**src/rtl/countdown_timer_pkg.sv**
```systemverilog
// rtl/countdown_timer_pkg.sv - shared types, register map and byte-merge helper for the countdown timer
package countdown_timer_pkg;

    typedef enum logic [1:0] {
        ST_IDLE = 2'd0,
        ST_LOAD = 2'd1,
        ST_CNT  = 2'd2,
        ST_INT  = 2'd3
    } state_t;

    localparam logic [31:0] OFF_CTRL   = 32'h0;
    localparam logic [31:0] OFF_PRESET = 32'h4;
    localparam logic [31:0] OFF_COUNT  = 32'h8;

    localparam int CTRL_EN      = 0;
    localparam int CTRL_MODE_LO = 1;
    localparam int CTRL_MODE_HI = 2;
    localparam int CTRL_IM      = 3;

    localparam logic [1:0] MODE_ONESHOT = 2'd0;
    localparam logic [1:0] MODE_RELOAD  = 2'd1;

    function automatic logic [31:0] byte_merge(input logic [31:0] old_val,
                                               input logic [31:0] new_val,
                                               input logic [3:0]  be);
        logic [31:0] result;
        for (int i = 0; i < 4; i++) begin
            result[8*i +: 8] = be[i] ? new_val[8*i +: 8] : old_val[8*i +: 8];
        end
        return result;
    endfunction

endpackage

```
**src/rtl/countdown_timer_if.sv**
```systemverilog
// rtl/countdown_timer_if.sv - data-bus responder interface for the countdown timer
interface countdown_timer_if;
    logic [31:0] addr;
    logic [31:0] wdata;
    logic [3:0]  byteen;
    logic        sel;
    logic [31:0] rdata;

    modport master (output addr, output wdata, output byteen, output sel, input  rdata);
    modport slave  (input  addr, input  wdata, input  byteen, input  sel, output rdata);
endinterface

```
**src/rtl/countdown_timer.sv**
```systemverilog
// rtl/countdown_timer.sv - memory-mapped countdown timer with one-shot and auto-reload modes
module countdown_timer
    import countdown_timer_pkg::*;
#(
    parameter logic [31:0] BASE_ADDR = 32'h0000_7F00
) (
    input  logic              clk,
    input  logic              reset,
    countdown_timer_if.slave  bus,
    output logic              irq
);

    state_t      state_q, state_d;
    logic        en_q, im_q, pend_q;
    logic [1:0]  mode_q;
    logic [31:0] preset_q, count_q, count_d;
    logic        pend_set, pend_clr, en_clr;

    logic [29:0] word_off;
    logic        hit_ctrl, hit_preset, hit_count;
    logic        wr, wr_ctrl, wr_preset;
    logic [3:0]  ctrl_bits, ctrl_new;
    logic        addr_lo_unused;

    // Word offset relative to the base; the byte lane bits never take part in decode.
    assign word_off       = bus.addr[31:2] - BASE_ADDR[31:2];
    assign addr_lo_unused = &bus.addr[1:0];
    assign hit_ctrl       = (word_off == OFF_CTRL[31:2]);
    assign hit_preset     = (word_off == OFF_PRESET[31:2]);
    assign hit_count      = (word_off == OFF_COUNT[31:2]);

    assign wr        = bus.sel & (|bus.byteen);
    assign wr_ctrl   = wr & hit_ctrl;
    assign wr_preset = wr & hit_preset;

    assign ctrl_bits = {im_q, mode_q, en_q};
    assign ctrl_new  = bus.byteen[0] ? bus.wdata[3:0] : ctrl_bits;

    always_comb begin
        bus.rdata = 32'h0;
        if (bus.sel) begin
            if (hit_ctrl)        bus.rdata = {28'h0, ctrl_bits};
            else if (hit_preset) bus.rdata = preset_q;
            else if (hit_count)  bus.rdata = count_q;
        end
    end

    always_comb begin
        state_d  = state_q;
        count_d  = count_q;
        pend_set = 1'b0;
        pend_clr = 1'b0;
        en_clr   = 1'b0;
        case (state_q)
            ST_IDLE: begin
                if (en_q) state_d = ST_LOAD;
            end
            ST_LOAD: begin
                count_d = preset_q;
                state_d = ST_CNT;
            end
            ST_CNT: begin
                if (!en_q) begin
                    state_d = ST_IDLE;
                end else if (count_q > 32'd1) begin
                    count_d = count_q - 32'd1;
                end else begin
                    count_d  = 32'h0;
                    state_d  = ST_INT;
                    pend_set = 1'b1;
                    // Modes other than auto-reload behave as one-shot and disarm themselves.
                    en_clr   = (mode_q != MODE_RELOAD);
                end
            end
            ST_INT: begin
                if (mode_q == MODE_RELOAD) begin
                    state_d  = ST_LOAD;
                    pend_clr = 1'b1;
                end else begin
                    state_d = ST_IDLE;
                end
            end
            default: state_d = ST_IDLE;
        endcase
    end

    always_ff @(posedge clk or negedge reset) begin
        if (!reset) begin
            state_q  <= ST_IDLE;
            count_q  <= 32'h0;
            pend_q   <= 1'b0;
            en_q     <= 1'b0;
            mode_q   <= MODE_ONESHOT;
            im_q     <= 1'b0;
            preset_q <= 32'h0;
        end else begin
            state_q <= state_d;
            count_q <= count_d;

            // A CTRL write acknowledges the interrupt and overrides any internal update.
            if (wr_ctrl)       pend_q <= 1'b0;
            else if (pend_set) pend_q <= 1'b1;
            else if (pend_clr) pend_q <= 1'b0;

            if (wr_ctrl) begin
                en_q   <= ctrl_new[CTRL_EN];
                mode_q <= ctrl_new[CTRL_MODE_HI:CTRL_MODE_LO];
                im_q   <= ctrl_new[CTRL_IM];
            end else if (en_clr) begin
                en_q <= 1'b0;
            end

            if (wr_preset) preset_q <= byte_merge(preset_q, bus.wdata, bus.byteen);
        end
    end

    assign irq = im_q & pend_q;

endmodule

```
**src/flat_wrapper.sv**
```systemverilog
// flat-port wrapper written by rule: the top's interface ports become plain ports
module countdown_timer_flat import countdown_timer_pkg::*;
#(
    parameter logic [31:0] BASE_ADDR = 32'h0000_7F00
)
  (clk, reset, irq, bus_addr, bus_wdata, bus_byteen, bus_sel, bus_rdata);
  countdown_timer_if bus_i ();
  input  logic clk;
  input  logic reset;
  output logic irq;
  input wire logic [$bits(bus_i.addr)-1:0] bus_addr;
  input wire logic [$bits(bus_i.wdata)-1:0] bus_wdata;
  input wire logic [$bits(bus_i.byteen)-1:0] bus_byteen;
  input wire logic [$bits(bus_i.sel)-1:0] bus_sel;
  output wire logic [$bits(bus_i.rdata)-1:0] bus_rdata;
  assign bus_i.addr = bus_addr;
  assign bus_i.wdata = bus_wdata;
  assign bus_i.byteen = bus_byteen;
  assign bus_i.sel = bus_sel;
  assign bus_rdata = bus_i.rdata;
  countdown_timer #(.BASE_ADDR(BASE_ADDR)) u_core (.clk(clk), .reset(reset), .bus(bus_i), .irq(irq));
endmodule
```
**config.mk**
```make
export PLATFORM = sky130hd
export DESIGN_NAME = countdown_timer_flat
export DESIGN_NICKNAME = d
export VERILOG_FILES = /design/src/rtl/countdown_timer_pkg.sv /design/src/rtl/countdown_timer_if.sv /design/src/rtl/countdown_timer.sv /design/src/flat_wrapper.sv
export SDC_FILE = /design/constraint.sdc
export NUM_CORES = 1
export LEC_CHECK = 0
export CAP_MARGIN = 20
export CORE_ASPECT_RATIO = 1.1
export CORE_MARGIN = 8
export CORE_UTILIZATION = 45
export DETAILED_ROUTE_END_ITERATION = 12
export GPL_ROUTABILITY_DRIVEN = 0
export GPL_TIMING_DRIVEN = 0
export PLACE_DENSITY = 0.81
export RECOVER_POWER = 25
export REMOVE_ABC_BUFFERS = 1
export SETUP_SLACK_MARGIN = 0.02
export SLEW_MARGIN = 30
export SYNTH_ARGS = -nofsm -noshare
export SYNTH_HDL_FRONTEND = slang
export SYNTH_SLANG_ARGS = --single-unit
```
**constraint.sdc**
```tcl
create_clock -name clk -period 6.7 [get_ports clk]
set_input_delay 1.34 -clock clk [delete_from_list [all_inputs] [get_ports clk]]
set_output_delay 1.34 -clock clk [all_outputs]
set_load 0.1 [all_outputs]
```
==> results.yml, run 1 <==
clock_tree:
  clkLatencyLatePin_ps: 360
  cts_root_buf: "clkbuf_8"
  cts-htree-levels: 3
  path_clk_slew_ps: 80
  hold_buffers: 0
  cts_tree: "built"
  post_cts_resized: 0
  cts_num_sinks: 71
  clock_tree.buffer_depth: 2
  cts_buffers: 9
  postCtsSetupRepairBufs: 0
timing:
  worst_pin_slew_ps: 2780
  clock_skew_ps: 11.2
  max_slew_margin: -0.853
  slew_viol_final: 52
  rsz0062_at_grt: "no"
  fmax_ghz: 0.172
  setup_viol: 0
  hold_violations: 0
  finalCritPeriodShare: 0.869
  period_needed_ps: 5820
outcome:
  outcome: "finished with violations"
  violations: "capacitance limit, slew limit"
synth:
  ys_ff_latch: 71
  yosysTopAreaCell: "dfrtp_1"
  avgSynthCellArea_um2: 9.66
  synth.top_cell.area_share: 0.422
  yosys-top-cells-area: "dfrtp_1 (42%), mux2_2 (9.4%), a22oi_1 (6.1%)"
  netlist_instances: 436
  synth_top_flop_cell: "dfrtp_1"
  ys_warn_count: 0
  synth_edf_count: 0
  syn_area_um2: 4210
  ys_types: 57
  ys_seq_area_frac: 0.422
  async_reset_ff_frac: 1.00
placement:
  dpl-instance-area_um2: 5380
  hpwl_um: 9050
  io_buffers: 101
final_layout:
  num_antenna_cells: 0
  area_growth_pct: 32.4
  stdcell_area_um2: 5580
  drive_above_1_share: 0.138
  final_nets: 597
  layout_commonest_cell: "clkdlybuf4s50_1"
  final_cell_mix: "clkdlybuf4s50_1 (100), dfrtp_1 (71), nor2_1 (44)"
pwr:
  swShare: 0.210
  p_sw_uw: 185
  combPwrFrac: 0.071
  p_seq_frac: 0.486
  power.leakage_nw: 2.35
  finalPower_uw: 882
  clkPwrFrac: 0.443
  p_int_uw: 697
  power_density_nw_per_um2: 158
  ir_worst_vdd_v: 0.000105
floorplan:
  pin_count: 104
  die_w_um: 108
  start_util: 0.457
  core-area_um2: 9210
  rows: 37
  die_height_um: 117
  fp.dieArea_um2: 12700
global_route:
  antenna_found_initial: 0
  grt_max_degree: 52
  grt_pass1_vias: 4088
  grt_overflow: 0
  grt_pass1_wl_um: 20700
  grt_usage: 0.197
worst_setup_path:
  start_kind: "input pin"
  path_class: "input pin to output pin"
  cp.arrival_ps: 4480
  critical_path.endpoint_type: "output pin"
  r2r_cells: 6
  required_ps: 5360
  crit_fanout: 29
drt:
  vias_per_cell: 6.16
  wl_per_cell_um: 19.4
  routed_wirelength_um: 12500
  drt-pass1-iter-count: 5
  drt_drc_violations_left: 0
  drt_iter0_drc: 316
  ant_nets: 0
  vias: 3982
min_path:
  hold_depth: 1
  min_path_type: "flop to flop"
run:
  drv_cap: 1
per-layer routing:
metal	share of wire	GRT usage	up-vias
li1	-	-	1846
met1	0.40	0.244	1933
met2	0.48	0.317	183
met3	0.10	0.0646	20
met4	0.014	0.0574	0
met5	0	0	-
power groups by stage:
stage               Clock [mW]  Combinational, mW  Sequential (mW)
CTS                      0.396             0.0661            0.428
floorplan                    0            0.00709            0.437
global placement             0             0.0597            0.437
detailed placement           0             0.0659            0.437
global route             0.419             0.0682            0.428
finish                   0.391             0.0627            0.428
final cells by class:
class,count,area (um^2)
fill,814,3630
clock inverter,3,65.1
inverter,14,52.6
timing repair buffer,107,1090
multi-input combinational,321,2290
clock buffer,13,159
sequential,71,1780
tap,117,146
cells by family (layout without fill, tap and decap cells):
kind of cell | Yosys count | after routing | share of synthesized area
muxes | 38 | 38 | 0.101
adders and majority gates | 2 | 2 | 0.00594
and+or+nand+nor | 154 | 154 | 0.203
AOI/OAI and AO/OA | 127 | 127 | 0.227
buffers and inverters | 44 | 137 | 0.0422
DFF | 71 | 71 | 0.422
sequential cells by signal, indices dropped and copies added, names as in the netlist:
register / flops
u_core.im_q: 1
u_core.en_q: 1
u_core.mode_q: 2
u_core.count_q: 32
u_core.preset_q: 32
u_core.state_q: 2
u_core.pend_q: 1
synth_stat cells, types with 3 or more instances:
master / instances
dfrtp_1: 71
nor2_1: 44
mux2_2: 35
a22oi_1: 34
clkbuf_1: 23
o21ai_0: 20
nand2_1: 17
nand3_1: 17
nor3_1: 17
inv_1: 14
a21oi_1: 12
a32oi_1: 9
nor4_1: 9
or4_1: 9
nor2b_1: 7
a22o_1: 6
or2_2: 6
a221o_1: 5
or3_1: 5
a21o_1: 4
and2_1: 4
buf_2: 4
nand4_1: 4
nor4b_1: 4
o2bb2ai_1: 4
o41ai_1: 4
a21boi_0: 3
mux2i_1: 3
o211ai_1: 3
o22ai_1: 3
o31ai_1: 3
worst max-delay path, stage by stage:
cell             delay [ps]
clkdlybuf4s50_1         510
nor4b_1                 370
nand4_1                 230
nor2_1                  210
nand2_2                 380
nor2_1                  260
clkdlybuf4s50_1        1170
metrics by stage:
step	setup slack (ps)	cells	setup TNS, ps	utilization	hold slack [ps]
after CTS	503	646	0	0.608	534
after global routing	724	646	0	0.605	548
after detailed placement	518	630	0	0.584	515
after floorplan	1380	406	0	-	479
final	877	646	0	0.605	530
after global placement	-205	624	-2850	0.569	491
final timing paths:
| path | startpoint | to | slack (ps) |
|---|---|---|---|
| hold / removal | u_core.preset_q[1] | u_core.preset_q[1] | 530 |
| max in group asynchronous | reset | u_core.preset_q[8] | 2360 |
| setup reg to reg | u_core.state_q[0] | u_core.count_q[10] | 3820 |
| hold reg to reg | u_core.preset_q[1] | u_core.preset_q[1] | 530 |
| min in group asynchronous | reset | u_core.preset_q[31] | 1170 |
| setup / recovery | bus_addr[14] | bus_rdata[16] | 880 |
No activity file was read; power rests on OpenSTA's default activity.
==> inputs of run 2 (changes only) <==
DONT_BUFFER_PORTS = 1   (was unset)
GPL_TIMING_DRIVEN = unset   (was 0)
PLACE_DENSITY = 0.67   (was 0.81)
==> run 2 against run 1 <==
Compared with the run above: the flow now finishes without violations; clock power increased by 8.4%; sequential power about the same; combinational power decreased by 81%; critical path type unchanged; largest cell class unchanged; highest routed layer unchanged.
==> results.yml, run 2 (synthesis gave the netlist of run 1 again) <==
min_path:
  hold-path-endpoint: "u_core.preset_q[1]"
  min_path_type: "flop to flop"
  hold_depth: 1
  hold_start: "u_core.preset_q[1]"
final_layout:
  area_growth_pct: 14.3
  stdcell_area_um2: 4820
  largest_registers: "u_core.count_q x32, u_core.preset_q x32"
  final_cells: 570
  final_util: 0.523
  final_cell_mix: "dfrtp_1 (71), mux2_2 (35), a22oi_1 (34)"
  drive_above_1_share: 0.287
  num_antenna_cells: 0
  layout_commonest_cell: "dfrtp_1"
  final_nets: 521
clock_tree:
  cts_tree: "built"
  hold_buffers: 0
  cts-htree-levels: 3
  path_clk_slew_ps: 80
  cts_root_buf: "clkbuf_8"
  clkLatencyLatePin_ps: 360
  cts_num_sinks: 71
  clock_tree.buffer_depth: 2
  postCtsSetupRepairBufs: 0
  cts_buffers: 9
  post_cts_resized: 0
worst_setup_path:
  path_cells: "nor4b_1, nand4_1, nor2_1, nand2_2, nor2_4"
  crit_path_max_incr_delay_ps: 730
  start_kind: "input pin"
  critical_path.endpoint_type: "output pin"
  worst_path_max_delay_cell: "nor2_4"
  r2r_start: "u_core.count_q[12]"
  required_ps: 5360
  r2r_cells: 6
  path_class: "input pin to output pin"
  ff2ff_setup_slack_ps: 3520
  cp.arrival_ps: 3320
  r2r-end: "u_core.count_q[27]"
  crit_fanout: 29
placement:
  post-place-ws_ps: 1950
  io_buffers: 0
  dp.cells: 554
  dpl-instance-area_um2: 4560
  hpwl_um: 8330
timing:
  setup_viol: 0
  slew_viol_final: 0
  fmax_ghz: 0.215
  hold_violations: 0
  worst_slack_ps: 2040
  rsz0062_at_grt: "no"
  clock_skew_ps: 11.1
  setup_tns_ps: 0
  worst_pin_slew_ps: 977
  finalCritPeriodShare: 0.695
  max_slew_margin: 0.351
  whs_ps: 520
  period_needed_ps: 4660
global_route:
  met1_usage: 0.242
  grt_overflow: 0
  grt-busiest-layer: "met2"
  antenna_found_initial: 0
  grt_max_degree: 72
  grt_usage: 0.184
  use_met2: 0.289
  grt_pass1_wl_um: 19000
  grt_pass1_vias: 3658
  use_met3: 0.0422
floorplan:
  start_util: 0.457
  die_w_um: 108
  pin_count: 104
  rows: 37
  core-area_um2: 9210
  fp.dieArea_um2: 12700
  die_height_um: 117
pwr:
  power_density_nw_per_um2: 179
  finalPower_uw: 864
  power.leakage_nw: 2.09
  ir_worst_vdd_v: 0.0000943
drt:
  drt_drc_violations_left: 0
  vias: 3729
  routed_wirelength_um: 12000
  ant_nets: 0
  drt_iter0_drc: 300
  vias_per_cell: 6.54
  wl_per_cell_um: 21.0
  drt-pass1-iter-count: 5
outcome:
  outcome: "finished, final reports clean"
run:
  drv_cap: 0
run 2: final cells by class:
| type | instances | area, um^2 |
|---|---|---|
| Fill cell | 864 | 4400 |
| Multi-Input combinational cell | 321 | 2360 |
| Sequential cell | 71 | 1780 |
| Timing Repair Buffer | 31 | 233 |
| Tap cell | 117 | 146 |
| Clock buffer | 11 | 141 |
| Clock inverter | 5 | 105 |
| Inverter | 14 | 52.6 |
run 2: power by group:
group / switching [mW] / leakage [nW] / internal [mW]
clock: 0.167 / 0.116 / 0.258
combinational: 0.00822 / 0.984 / 0.00345
sequential: 0.0000000138 / 0.987 / 0.428
total: 0.175 / 2.09 / 0.689
run 2: worst max path at each step:
stage | start | end
final | bus_addr[26] | bus_rdata[31]
after global placement | bus_addr[26] | bus_rdata[31]
after CTS | bus_addr[26] | bus_rdata[31]
after detailed placement | bus_addr[26] | bus_rdata[31]
after floorplan | bus_addr[2] | bus_rdata[10]
after global routing | bus_addr[26] | bus_rdata[31]
run 2: layer usage:
layer	wire length [um]	vias up
li1	-	1707
met1	5020	1858
met2	5780	153
met3	1030	11
met4	143	0
met5	0	-
run 2: worst max-delay path, delay by kind of cell:
kind / cells / cell delay [ps]
simple gates: 5 / 1970
==> inputs of run 3 (changes only) <==
PLACE_DENSITY = 0.69   (was 0.67)
clock period = 4.1 ns   (was 6.7 ns; I/O delays follow)
==> run 3 against run 2 <==
Compared with the run above: clock skew rose by 2.5 ps; power up 52%; cell area down 0.10%; combinational power rose by 61%; core utilization is 0.054 points lower; setup slack worse by 1400 ps; final cell count grew 1.2%; critical endpoint is now bus_rdata[13]; largest power group unchanged.
==> results.yml, run 3 (synthesis gave the netlist of run 1 again) <==
floorplan:
  die_w_um: 108
  rows: 37
  start_util: 0.457
  core-area_um2: 9210
  pin_count: 104
  die_height_um: 117
  fp.dieArea_um2: 12700
final_layout:
  final_nets: 528
  fillers: 847
  drive_above_1_share: 0.296
  layout_commonest_cell: "dfrtp_1"
  final_cell_mix: "dfrtp_1 (71), buf_4 (38), mux2_2 (35)"
  num_antenna_cells: 0
  area_growth_pct: 14.2
  largest_registers: "u_core.count_q x32, u_core.preset_q x32"
pwr:
  finalPower_mw: 1.31
  power.leakage_nw: 2.11
  ir_worst_vdd_v: 0.000134
  power_density_nw_per_um2: 273
worst_setup_path:
  path_class: "input pin to output pin"
  path_depth: 7
  r2r_cells: 6
  r2r-end: "u_core.count_q[9]"
  crit_path_max_incr_delay_ps: 350
  crit_start: "bus_addr[21]"
  critPathTopFamily: "simple AND/OR/NAND/NOR gates"
  start_kind: "input pin"
  ff2ff_setup_slack_ps: 1150
  cp_num_buf_inv: 2
  critPathMostFrequentCell: "buf_4"
  crit_fanout: 16
  required_ps: 3280
  worst_path_max_delay_cell: "buf_4"
  critical_path.endpoint_type: "output pin"
  r2r_start: "u_core.count_q[23]"
  crit_path_end: "bus_rdata[13]"
  path_cells: "nor4b_1, nand4_1, nor2_1, nand2_2, buf_4, nor2_2, buf_4"
  cp.arrival_ps: 2670
clock_tree:
  cts_tree: "built"
  clkLatencyLatePin_ps: 360
  post_cts_resized: 0
  cts-htree-levels: 3
  clock_tree.buffer_depth: 2
  hold_buffers: 0
  cts_num_sinks: 71
  path_clk_slew_ps: 90
  cts_buffers: 9
  cts_root_buf: "clkbuf_8"
  postCtsSetupRepairBufs: 0
drt:
  wl_per_cell_um: 21.3
  ant_nets: 0
  vias: 3798
  drt_iter0_drc: 398
  drt_drc_violations_left: 0
  routed_wirelength_um: 12300
  vias_per_cell: 6.58
  drt-pass1-iter-count: 5
global_route:
  grt_usage: 0.192
  grt_max_degree: 72
  grt_pass1_vias: 3768
  grt_overflow: 0
  grt_pass1_wl_um: 19800
  antenna_found_initial: 0
timing:
  setup_viol: 0
  fmax_ghz: 0.287
  max_slew_margin: 0.363
  whs_ps: 143
  slew_viol_final: 0
  period_needed_ps: 3490
  rsz0062_at_grt: "no"
  worst_pin_slew_ps: 946
  finalCritPeriodShare: 0.850
  clock_skew_ps: 13.5
  hold_violations: 0
placement:
  io_buffers: 0
  hpwl_um: 8600
run:
  drv_cap: 0
min_path:
  min_path_type: "input pin to async pin"
outcome:
  outcome: "finished, final reports clean"
run 3: changes by cell type in the layout (fill, tap and decap cells not counted):
| cell | previous run | this run |
|---|---|---|
| nor2_2 | 27 | 29 |
| clkinv_4 | 0 | 1 |
| nor4_2 | 2 | 1 |
| clkbuf_1 | 1 | 0 |
| nor2_4 | 2 | 0 |
| clkbuf_8 | 10 | 11 |
| nor2b_1 | 4 | 5 |
| clkinv_2 | 0 | 2 |
| buf_4 | 31 | 38 |
| nor4_1 | 8 | 9 |
| nor2b_2 | 3 | 2 |
| clkinvlp_4 | 2 | 1 |
| bufinv_16 | 3 | 1 |
run 3: per-layer routing:
metal	up-vias	wire, um	GRT usage
li1	1712	-	-
met5	-	0	0
met1	1869	5030	0.250
met2	197	5850	0.298
met3	20	1210	0.0416
met4	0	201	0.0780
run 3: where the power goes:
| group | internal [mW] | leakage (nW) | switching [mW] | total (mW) |
|---|---|---|---|---|
| Sequential | 0.700 | 0.987 | 0.0000000222 | 0.700 |
| Combinational | 0.00563 | 1.02 | 0.0131 | 0.0188 |
| Clock | 0.313 | 0.105 | 0.280 | 0.593 |
| Total | 1.02 | 2.11 | 0.293 | 1.31 |
run 3: how the worst min path moves through the flow:
| stage | startpoint | endpoint | slack [ps] | cells past startpoint |
|---|---|---|---|---|
| 2_1_floorplan | u_core.preset_q[1] | u_core.preset_q[1] | 480 | 1 |
| 3_3_place_gp | u_core.preset_q[1] | u_core.preset_q[1] | 490 | 1 |
| 3_5_place_dp | u_core.preset_q[1] | u_core.preset_q[1] | 510 | 1 |
| 4_1_cts | reset | u_core.preset_q[26] | 130 | 0 |
| 5_1_grt | reset | u_core.preset_q[26] | 130 | 0 |
| 6_report | reset | u_core.preset_q[26] | 140 | 0 |
run 3: area by class of cell:
type	count	area, um^2	area share
repair buffers	38	285	0.0593
clock buffers	11	151	0.0315
clock inverters	5	56.3	0.0117
inverters	14	52.6	0.0109
well taps	117	146	0.0304
flip-flops and latches	71	1780	0.369
multi-input cells	321	2340	0.487
run 3: per-stage QoR:
step | setup WS [ps] | std cells | area [um^2] | utilization | setup TNS (ps)
2_1_floorplan | -175 | 406 | 4090 | - | -4910
3_5_place_dp | 586 | 561 | 4600 | 0.500 | 0
5_1_grt | 379 | 577 | 4810 | 0.522 | 0
6_report | 613 | 577 | 4810 | 0.522 | 0
4_1_cts | 567 | 577 | 4810 | 0.522 | 0
3_3_place_gp | 616 | 561 | 4600 | 0.500 | 0
run 3: worst reg2reg max path, stage by stage, from the launching register on:
cell	delay, ps
dfrtp_1	420
nor4_1	600
nand3_1	350
o41ai_4	700
buf_4	350
o21ai_0	140
a22o_1	280
